<file path="config.mk">
export PLATFORM = sky130hd
export DESIGN_NAME = stream_maxpool2x2
export DESIGN_NICKNAME = d
export VERILOG_FILES = /design/src/rtl/stream_maxpool2x2.sv
export SDC_FILE = /design/constraint.sdc
export NUM_CORES = 1
export LEC_CHECK = 0
export CORE_MARGIN = 4
export CORE_UTILIZATION = 50
export CTS_CLUSTER_DIAMETER = 50
export CTS_CLUSTER_SIZE = 8
export DETAILED_ROUTE_END_ITERATION = 8
export DONT_BUFFER_PORTS = 1
export PLACE_DENSITY = 0.79
export SYNTH_ARGS = -nofsm -noshare
export SYNTH_HDL_FRONTEND = slang
export SYNTH_SLANG_ARGS = --single-unit
</file>
<file path="constraint.sdc">
create_clock -name CLK -period 3.7 [get_ports CLK]
set_clock_uncertainty 0.15 [all_clocks]
set_input_delay 0.555 -clock CLK [delete_from_list [all_inputs] [get_ports CLK]]
set_output_delay 0.555 -clock CLK [all_outputs]
set_load 0.1 [all_outputs]
</file>
<file path="src/rtl/stream_maxpool2x2.sv">
// stream_maxpool2x2: AXI-Stream 2x2/stride-2 signed int8 max-pool, one half-row buffer.
// Define MAXPOOL_RELU_EN to clamp every input byte to max(x,0) before pooling.
module stream_maxpool2x2 #(
  parameter int C_S00_AXIS_TDATA_WIDTH = 32,
  parameter int MAX_FLEN = 32
) (
  input  logic                              CLK,
  input  logic                              RESETN,
  input  logic                              start,
  input  logic [5:0]                        flen,
  input  logic [8:0]                        num_ch,
  output logic                              done,
  output logic                              err,
  output logic                              S_AXIS_TREADY,
  input  logic [C_S00_AXIS_TDATA_WIDTH-1:0] S_AXIS_TDATA,
  input  logic [3:0]                        S_AXIS_TKEEP,
  input  logic                              S_AXIS_TUSER,
  input  logic                              S_AXIS_TLAST,
  input  logic                              S_AXIS_TVALID,
  input  logic                              M_AXIS_TREADY,
  output logic [C_S00_AXIS_TDATA_WIDTH-1:0] M_AXIS_TDATA,
  output logic [3:0]                        M_AXIS_TKEEP,
  output logic                              M_AXIS_TUSER,
  output logic                              M_AXIS_TLAST,
  output logic                              M_AXIS_TVALID
);
  localparam int CW = $clog2(MAX_FLEN / 4);
  localparam logic [6:0] MAXF = 7'(MAX_FLEN);
  typedef enum logic [1:0] {IDLE, RUN, DONE} state_t;
  state_t state;
  logic [5:0] flen_r, row;
  logic [8:0] nch_r, plane;
  logic [CW-1:0] col;
  logic in_done;
  logic [MAX_FLEN*4-1:0] rowbuf;
  logic [15:0] stage, rb;
  logic [7:0] b [4];
  logic [7:0] h0, h1, p0, p1;
  logic col_last, row_last, plane_last, final_w, s_fire, m_fire, legal, load;
  logic unused;
  function automatic logic [7:0] smax(input logic [7:0] a, input logic [7:0] c);
    return ($signed(a) >= $signed(c)) ? a : c;
  endfunction
  function automatic logic [7:0] pre(input logic [7:0] x);
`ifdef MAXPOOL_RELU_EN
    return x[7] ? 8'h00 : x;
`else
    return x;
`endif
  endfunction
  assign unused = ^{S_AXIS_TKEEP, S_AXIS_TUSER};
  assign M_AXIS_TKEEP = 4'hF;
  assign M_AXIS_TUSER = 1'b0;
  assign col_last = col == CW'(flen_r[5:2] - 4'd1);
  assign row_last = row == flen_r - 6'd1;
  assign plane_last = plane == nch_r - 9'd1;
  assign final_w = col_last && row_last && plane_last;
  assign legal = flen[2:0] == 3'b0 && flen != 6'd0 && {1'b0, flen} <= MAXF && num_ch != 9'd0;
  // Odd rows stall only on the word that would overwrite a still-full output register.
  assign S_AXIS_TREADY = state == RUN && !in_done &&
                         (!row[0] || !M_AXIS_TVALID || M_AXIS_TREADY || !col[0]);
  assign s_fire = S_AXIS_TVALID && S_AXIS_TREADY;
  assign m_fire = M_AXIS_TVALID && M_AXIS_TREADY;
  assign load = s_fire && row[0] && col[0];
  always_comb begin
    for (int i = 0; i < 4; i++) b[i] = pre(S_AXIS_TDATA[8*i +: 8]);
    h0 = smax(b[0], b[1]);
    h1 = smax(b[2], b[3]);
    rb = rowbuf[{col, 4'b0} +: 16];
    p0 = smax(h0, rb[7:0]);
    p1 = smax(h1, rb[15:8]);
  end
  always_ff @(posedge CLK or negedge RESETN) begin
    if (!RESETN) begin
      state <= IDLE;
      flen_r <= '0;
      nch_r <= '0;
      col <= '0;
      row <= '0;
      plane <= '0;
      in_done <= 1'b0;
      rowbuf <= '0;
      stage <= '0;
      M_AXIS_TDATA <= '0;
      M_AXIS_TVALID <= 1'b0;
      M_AXIS_TLAST <= 1'b0;
      done <= 1'b0;
      err <= 1'b0;
    end else begin
      done <= 1'b0;
      case (state)
        IDLE: if (start) begin
          err <= !legal;
          if (legal) begin
            flen_r <= flen;
            nch_r <= num_ch;
            col <= '0;
            row <= '0;
            plane <= '0;
            in_done <= 1'b0;
            state <= RUN;
          end
        end
        RUN: if (m_fire && M_AXIS_TLAST) begin
          state <= DONE;
          done <= 1'b1;
        end
        default: state <= IDLE;
      endcase
      if (s_fire) begin
        if (S_AXIS_TLAST != final_w) err <= 1'b1;
        if (!row[0]) rowbuf[{col, 4'b0} +: 16] <= {h1, h0};
        else if (!col[0]) stage <= {p1, p0};
        col <= col_last ? '0 : col + 1'b1;
        if (col_last) begin
          row <= row_last ? 6'd0 : row + 6'd1;
          if (row_last) begin
            plane <= plane + 9'd1;
            in_done <= plane_last;
          end
        end
      end
      M_AXIS_TVALID <= load || (M_AXIS_TVALID && !M_AXIS_TREADY);
      if (load) begin
        M_AXIS_TDATA <= {p1, p0, stage};
        M_AXIS_TLAST <= final_w;
      end else if (m_fire) M_AXIS_TLAST <= 1'b0;
    end
  end
endmodule

</file>
======== Word-level counts from Yosys, hierarchy flattened ========
Index checks and enable logic that the tools add are counted.
word-level totals
  bits in registers ....................... 216
  bits in writable memories ............... 0
  memories kept ........................... 0
  ROM bits ................................ 0
  latch bits .............................. 0
  output and inout port bits .............. 42
operators by class
  $lt $le $gt $ge ......................... 5
  shift operators ......................... 3
  bitwise operators ....................... 2
  divide/modulo/power cells ............... 0
  add/subtract/negate cells ............... 7
  multiplexer cells ....................... 40
  reduce and logical (&&, ||, !) cells .... 36
  equal/unequal tests ..................... 8
  $mul .................................... 0
operator list
  kind                      number
  $bwmux 128                1
  $shift 16x9->128 const A  1
  $shiftx 128x8->16         1
  $shiftx 16x9->128         1
  $mux 9                    6
  $mux 6                    6
  $ge 8x8->1                4
  $mux 8                    4
  $mux 3                    5
  $mux 1                    14
  $logic_and 1x1->1         13
  $reduce_and 3->1          4
  $add 9x1->9 const B       1
  $eq 9x9->1                1
  $neg 7->9                 1
  $reduce_bool 9->1         1
  $sub 9x1->9 const B       1
  $reduce_bool 2->1         4
  $add 6x1->6 const B       1
  $eq 6x6->1                1
  $le 6x6->1 const B        1
  $logic_not 1->1           6
  $mux 2                    3
  $reduce_bool 6->1         1
  other kinds (14)          19

======== Longest topological paths before layout ========
Gate-level depths: netlist of the first run.
  depth in word-level cells ............... 10
  depth in mapped cells ................... 18

======== Worst setup path after synthesis of the first run ========
OpenSTA, ideal clock, no wires.
  kind .................................... input-to-reg
  start ................................... input port S_AXIS_TDATA[11]
  end ..................................... register M_AXIS_TDATA[21]
  path buffers ............................ 2
  data arrival time ....................... 3936 ps
  slack ................................... -473 ps
  stages on the path ...................... 18
  cells stage by stage .................... inv_1 > ha_1 > nand2_1 > o21bai_1 > a21boi_0 > o311ai_1 > a41oi_2 > mux2i_1 > clkbuf_1 > ha_1 > nand2b_1 > a21o_1 > a21oi_1 > o21ai_0 > a31oi_1 > clkbuf_1 > nand3_1 > o211ai_1
on the way
  longest elaborated chain between the ends .. 4
ends and longest elaborated chain
  what                  RTL line  RTL
  from (decl)           15        input logic [C_S00_AXIS_TDATA_WIDTH-1:0] S_AXIS_TDATA,
  $ge 8x8->1            42        return ($signed(a) >= $signed(c)) ? a : c;
  $mux 8 (*)            42
  $ge 8x8->1            42
  $mux 8 (*)            42
  to (signal assigned)  125       M_AXIS_TDATA <= {p1, p0, stage};
  to (decl)             21        output logic [C_S00_AXIS_TDATA_WIDTH-1:0] M_AXIS_TDATA,
Mark *: on every way between the ends. The rest lies on a longest branch, timed or not.
A chain may end at the register's enable or synchronous reset.

======== Worst setup path after layout of the first run ========
  start ................................... register col[0]
  end ..................................... register stage[15]
on the way
  longest elaborated chain between the ends .. 5
ends and longest elaborated chain
  what                                                RTL line  RTL
  from (decl)                                         33        logic [CW-1:0] col;
  from (signal assigned)                              114       col <= col_last ? '0 : col + 1'b1;
  branches (longest 5 deep; another with $ge 8x8->1)  --
  to (signal assigned)                                113       else if (!col[0]) stage <= {p1, p0};
  to (decl)                                           36        logic [15:0] stage, rb;
Parallel ways; which one is timed is not known.

==> summary.txt, run 1 <==
Layout
  – Synthesis-to-finish area growth: 13.3%
  – # fillers: 1765
  – Multi-input gate area: 0.00540 mm^2
  – Register Area: 0.00541 mm^2
  – Post-layout util: 57.7%
  – Layout cell share with drive strength beyond 1: 17.2%
  – # nets final: 1204
  – # diodes: 0

Synth
  – Post-synthesis sequential area ratio: 48.6%
  – Mapped cell area: 0.0111 mm^2
  – Syn_area_per_cell: slightly above 10 um^2
  – Top_reg_cell synth: dfrtp_1
  – #FFs+latches synth: 216
  – YS warnings: 0
  – Post-synthesis adder-cell area fraction: 4.84%
  – FFs w/ async S/R, synth: 100%
  – Post-synth EDFFs: 0
  – Top post-synthesis cells by count: nand2_1, dfrtp_1, o21ai_0
  – Share of the synthesized area in the top cell type: 48.6%
  – Top-count cell post-synth: nand2_1
  – Largest family of logic cells by synthesized area: simple AND/OR/NAND/NOR gates
  – Synth Area in Simple Gates: 15.5%
  – Cell taking the most area after synthesis: dfrtp_1
  – Cell variety after synth: roughly 70
  – Xor/xnor cell area share of the yosys netlist: 2.36%
  – Multiplexer area fraction after synthesis: 12.1%
  – Post-Syn Instances: approximately 1100
  – Synth area leaders: dfrtp_1, nand2_1, mux4_2, ha_1, o21ai_0
  – Compound-Gate Fraction of Synth Area: 11.8%

Power
  – Total power: between 0.01 and 0.015 W
  – Pwr dens: between 700 and 800 mW/mm^2
  – Max rail drop VDD: between 400 and 500 uV
  – Static Leak: 5.78 nW

STA
  – Max_slew headroom: 31.8%
  – Fmax: between 200 and 300 MHz
  – Period minus WS final: 3560 ps
  – Hold Worst Slack: -434 ps
  – RSZ-0062 raised after global routing: false
  – Worst Max-Slew Pin Slew: 1020 ps
  – Final setup fails: 0
  – Max-slew violations: 0
  – Hold Violations, Final: 216
  – Fin crit share: around 96%

Clock tree
  – Latest clock arrival within the worst-skew pair: between 500 and 600 ps
  – CTS Buffer Depth: 3
  – Clock sink total: 216
  – TritonCTS clock tree: yes
  – CTS root buf: clkbuf_16
  – H-tree Lvls: 1
  – Worst-path clk slew: 50 ps
  – # Post-CTS Setup Buffers: 0
  – CTS buffer count: 30

Critical path
  – Critical Path End Type: flop
  – Critical path peak fanout: 22
  – Worst R2R Start: col[0]
  – Crit path from: col[0]
  – Critical Path RT: a little under 4000 ps
  – Startpoint types: flop
  – Worst endpoint data arrival time: 3830 ps
  – Crit Path Class: reg2reg

Min path
  – Worst Hold Class: in2async

Route
  – Final ANT Viol Nets: 0
  – Initial DRT Pass Iterations: 5
  – Via Count: 8257
  – DRC violations left: 0
  – Iteration-0 DRC count of the detailed router: 703
  – WL final: 26900 um
  – Vias/cell: approximately 6
  – Drt wl/cell: 19.4 um

Global routing
  – First-pass GRT wire length: 43600 um
  – Largest net degree at the start of global routing: around 220
  – Vias in the first global route: 8494
  – Grt ovf: 0
  – GRT Util Overall: between 20% and 30%
  – Antenna violations before repair: 0

Status
  – Status: complete, but fails checks
  – Failing checks: hold timing

Die
  – Rows: 54
  – Die Y: 157 um
  – Die Wd: 157 um
  – Core Box Area: roughly 0.022 mm^2
  – Initial Util: 50.9%
  – Die footprint: between 0.02 and 0.025 mm^2
  – # IOs: 100

Placed design
  – Count of buffers from port buffering: 0
  – Post-DP HPWL: between 15000 and 20000 um
  – RD Place Congestion: 0.796

Flow run
  – Max-Cap Viols: 0
## where the power goes
group          switching (W)  internal (W)
clock network       0.000940       0.00141
logic                0.00170       0.00131
registers            0.00159       0.00307
## metrics by stage
stage	std cells	hold slack [ps]	cell area (um^2)	worst slack (ps)	TNS (ps)
2_1_floorplan	1089	109	11300	-97.8	-833
3_3_place_gp	1351	114	11800	-251	-4330
3_5_place_dp	1351	115	11800	-381	-7620
4_1_cts	1383	-448	12600	82.8	0
5_1_grt	1383	-450	12600	5.91	0
6_report	1383	-434	12600	142	0
## metal layers
metal  share of wire, %  track usage (%)  wire, um  vias to the layer above
li1                   -                -         -                     3790
met1                 41             29.4     11100                     4069
met2                 48             35.7     12800                      343
met3                8.2             4.26      2210                       55
met4                2.7             6.64       737                        0
met5                  0                0         0                        -
## worst paths after layout
path                              endpoint  slack [ps]  cells after the start
max                              stage[15]         140                     10
min                              flen_r[5]        -430                      0
max reg2reg                      stage[15]         140                     10
min reg2reg                M_AXIS_TDATA[7]         310                      2
max in group asynchronous        rowbuf[1]        3650                      0
min in group CLK                  nch_r[5]          10                      1
## registers in the layout, summed over array words and instances (netlist names)
signal,cells
M_AXIS_TVALID,1
plane,9
in_done,1
nch_r,9
done,1
stage,16
col,3
flen_r,6
M_AXIS_TLAST,1
err,1
M_AXIS_TDATA,32
row,6
rowbuf,128
state,2
## logic make-up (layout without fill, tap and decap cells)
group | after synthesis | count (layout)
flip-flops | 216 | 216
AO/OA/AOI/OAI | 201 | 201
AND/OR/NAND/NOR | 376 | 376
buffers and inverters | 127 | 141
multiplexers | 91 | 91
other | 2 | 5
XOR/XNOR | 30 | 30
adder cells (fa/ha/maj) | 43 | 43
## critical path: stages, from the launching register on
cell and delay (ps):
dfrtp_4 540, buf_12 240, mux4_2 570, mux2i_2 300, ha_1 310, and3_1 180, nor4_2 240, a31oi_4 250
mux2i_1 210, buf_4 170, mux2_2 260
## cell type report
type / count / area share [%]
clock buffers: 31 / 5.99
clock inverters: 1 / 0.129
inverters: 56 / 1.77
multi-input cells: 746 / 42.9
flip-flops and latches: 216 / 43.0
well taps: 280 / 2.78
repair buffers: 53 / 3.46
## what timing repair did
| item | CTS | global route |
|---|---|---|
| endpoints found under the hold margin | 216 | 216 |
| gates resized for setup | 0 | 2 |
| endpoints found under the setup margin | 0 | 2 |
## cell usage in the layout, fill, tap and decap left out, types with 7 or more instances in the layout
cell type  instances
nand2_1          237
mux4_2            32
nor3_1             9
o21ai_0           75
clkbuf_16         30
nand3_1           28
and2_1             9
o211ai_1          18
xor2_1            13
a21o_1             7
nor2_1            27
a21oi_1           23
dfrtp_1          215
inv_1             52
buf_4             50
nand2b_1          10
mux2_2            26
ha_1              40
o31ai_1           50
xnor2_1           17
nand3_2            9
mux2i_1           24
Power figures use the tool's default switching activity.
==> inputs of run 2 (changes only) <==
--- a/config.mk
+++ b/config.mk
@@ -11,6 +11,7 @@
 export CTS_CLUSTER_SIZE = 8
 export DETAILED_ROUTE_END_ITERATION = 8
 export DONT_BUFFER_PORTS = 1
+export HOLD_SLACK_MARGIN = 0.12
 export PLACE_DENSITY = 0.79
 export SYNTH_ARGS = -nofsm -noshare
 export SYNTH_HDL_FRONTEND = slang
==> run 2 against run 1 <==
Non-clock buffer count grew 14. Register-to-register slack lost 20 ps. Critical endpoint unchanged. Flip-flop and latch count unchanged. The flow still finishes with violations (hold timing). Total power increased by 0.17%. Die area stayed put. Count of clock-buffer cells in the layout is the same. Combinational power about the same. Via count increased by 1.0%. Cell count up 1.0%. Global-route usage is 0.26 points higher.
==> summary.txt, run 2 (synthesized netlist as in run 1, its figures left out) <==
Status
  – Status: complete, but fails checks
  – Failing checks: hold timing

Layout
  – # nets final: 1218
  – Non-Filler Instances: 1397
  – Max reg flops: 128
  – # diodes: 0
  – Biggest regs: rowbuf x128, M_AXIS_TDATA x32, stage x16
  – Largest Register: rowbuf
  – Synthesis-to-finish area growth: 14.5%
  – Layout cell share with drive strength beyond 1: 17.0%
  – Commonest non-fill, non-tap cell in the layout: nand2_1
  – Most frequent cells in the layout: nand2_1, dfrtp_1, o21ai_0, inv_1

Critical path
  – Worst endpoint data arrival time: 3860 ps
  – Crit Path Class: reg2reg
  – Crit path cell chain: buf_12 -> mux4_2 -> mux2i_1 -> ha_1 -> nand2b_1 -> o31ai_1 -> a31oi_4 -> mux2i_1 -> buf_4 -> mux2_2
  – Bufs and invs on worst path: 2
  – Critical Path End Type: flop
  – CP delay by family, top: multiplexers
  – Critical path's slowest cell: mux4_2
  – Critical path peak fanout: 22
  – Startpoint types: flop
  – Slowest stage delay, CP: 560 ps
  – Critical Path RT: slightly below 4000 ps
  – Most used cell, CP: mux2i_1

Clock tree
  – Latest clock arrival within the worst-skew pair: ~540 ps
  – Number of hold buffers added after CTS: 14
  – Worst-path clk slew: 50 ps
  – CTS buffer count: 30
  – Clock sink total: between 200 and 250
  – # Post-CTS Setup Buffers: 0
  – TritonCTS clock tree: yes
  – CTS Buffer Depth: 3
  – CTS root buf: clkbuf_16
  – H-tree Lvls: 1

Placed design
  – Post-DP HPWL: 17800 um
  – RD Place Congestion: 0.796
  – Dpl cells: 1351
  – Count of buffers from port buffering: 0

Die
  – Core Box Area: about 0.022 mm^2
  – # IOs: 100
  – Die Y: ~160 um
  – Rows: 54
  – Initial Util: 50.9%
  – Die footprint: 0.0247 mm^2
  – Die Wd: 157 um

Route
  – DRC violations left: 0
  – Drt wl/cell: between 15 and 20 um
  – WL final: 27200 um
  – Iteration-0 DRC count of the detailed router: 676
  – Initial DRT Pass Iterations: 5
  – Via Count: 8343
  – Vias/cell: 5.97
  – Final ANT Viol Nets: 0

Power
  – Pwr dens: 789 mW/mm^2
  – Max rail drop VDD: roughly 480 uV
  – Total power: around 0.010 W
  – Static Leak: approximately 6 nW

Global routing
  – Vias in the first global route: 8591
  – Antenna violations before repair: 0
  – GRT Util Overall: 22.0%
  – Grt ovf: 0
  – First-pass GRT wire length: 44100 um
  – Largest net degree at the start of global routing: 217

STA
  – Worst Max-Slew Pin Slew: 1010 ps
  – Final setup fails: 0
  – Hold Violations, Final: 216
  – Period minus WS final: 3580 ps
  – Hold Worst Slack: -435 ps
  – Fmax: 279 MHz
  – Fin crit share: 96.8%
  – Max_slew headroom: approximately a third
  – RSZ-0062 raised after global routing: false
  – Max-slew violations: 0

Min path
  – Worst Hold Class: in2async

Flow run
  – Max-Cap Viols: 0
==> run 2: layout make-up <==
| class | count | area (um^2) |
|---|---|---|
| Fill cell | 1746 | 9090 |
| Sequential cell | 216 | 5410 |
| Multi-Input combinational cell | 746 | 5400 |
| Clock buffer | 31 | 754 |
| Timing Repair Buffer | 67 | 576 |
| Tap cell | 280 | 350 |
| Inverter | 56 | 223 |
| Clock inverter | 1 | 16.3 |
==> run 2: layer usage <==
| layer | wire (um) | vias to the layer above | GRT usage (%) |
|---|---|---|---|
| met5 | 0 | - | 0 |
| met4 | 641 | 0 | 6.72 |
| met3 | 1940 | 47 | 4.32 |
| met2 | 13100 | 295 | 36.3 |
| met1 | 11500 | 4181 | 29.7 |
| li1 | - | 3820 | - |
==> run 2: per-stage QoR <==
stage               TNS (ps)  utilization, %  instance area (um^2)  setup slack (ps)  hold slack [ps]
floorplan               -833               -                 11300             -97.8              109
global placement       -4330            54.1                 11800              -251              114
detailed placement     -7620            54.1                 11800              -381              115
CTS                        0            58.3                 12700              82.8             -448
global route               0            58.3                 12700              13.7             -450
finish                     0            58.3                 12700               118             -435
==> run 2: path summary, 6_finish.rpt <==
check / startpoint / endpoint / slack, ps / cells after the start
setup / recovery: col[0] / stage[15] / 120 / 10
hold / removal: RESETN / flen_r[5] / -440 / 0
setup reg to reg: col[0] / stage[15] / 120 / 10
hold reg to reg: stage[7] / M_AXIS_TDATA[7] / 310 / 2
max in group asynchronous: RESETN / rowbuf[48] / 3540 / 0
min in group CLK: num_ch[3] / nch_r[0] / 210 / 2
==> run 2: repair_timing <==
item,in CTS,in global routing
endpoints found under the hold margin,233,216
resized for setup,0,2
setup endpoints to repair,0,2
==> run 2: power by group <==
group	total (W)	internal [W]	switching, W
clock network	0.00236	0.00141	0.000942
registers	0.00465	0.00307	0.00159
logic	0.00303	0.00132	0.00171
total	0.0100	0.00580	0.00424
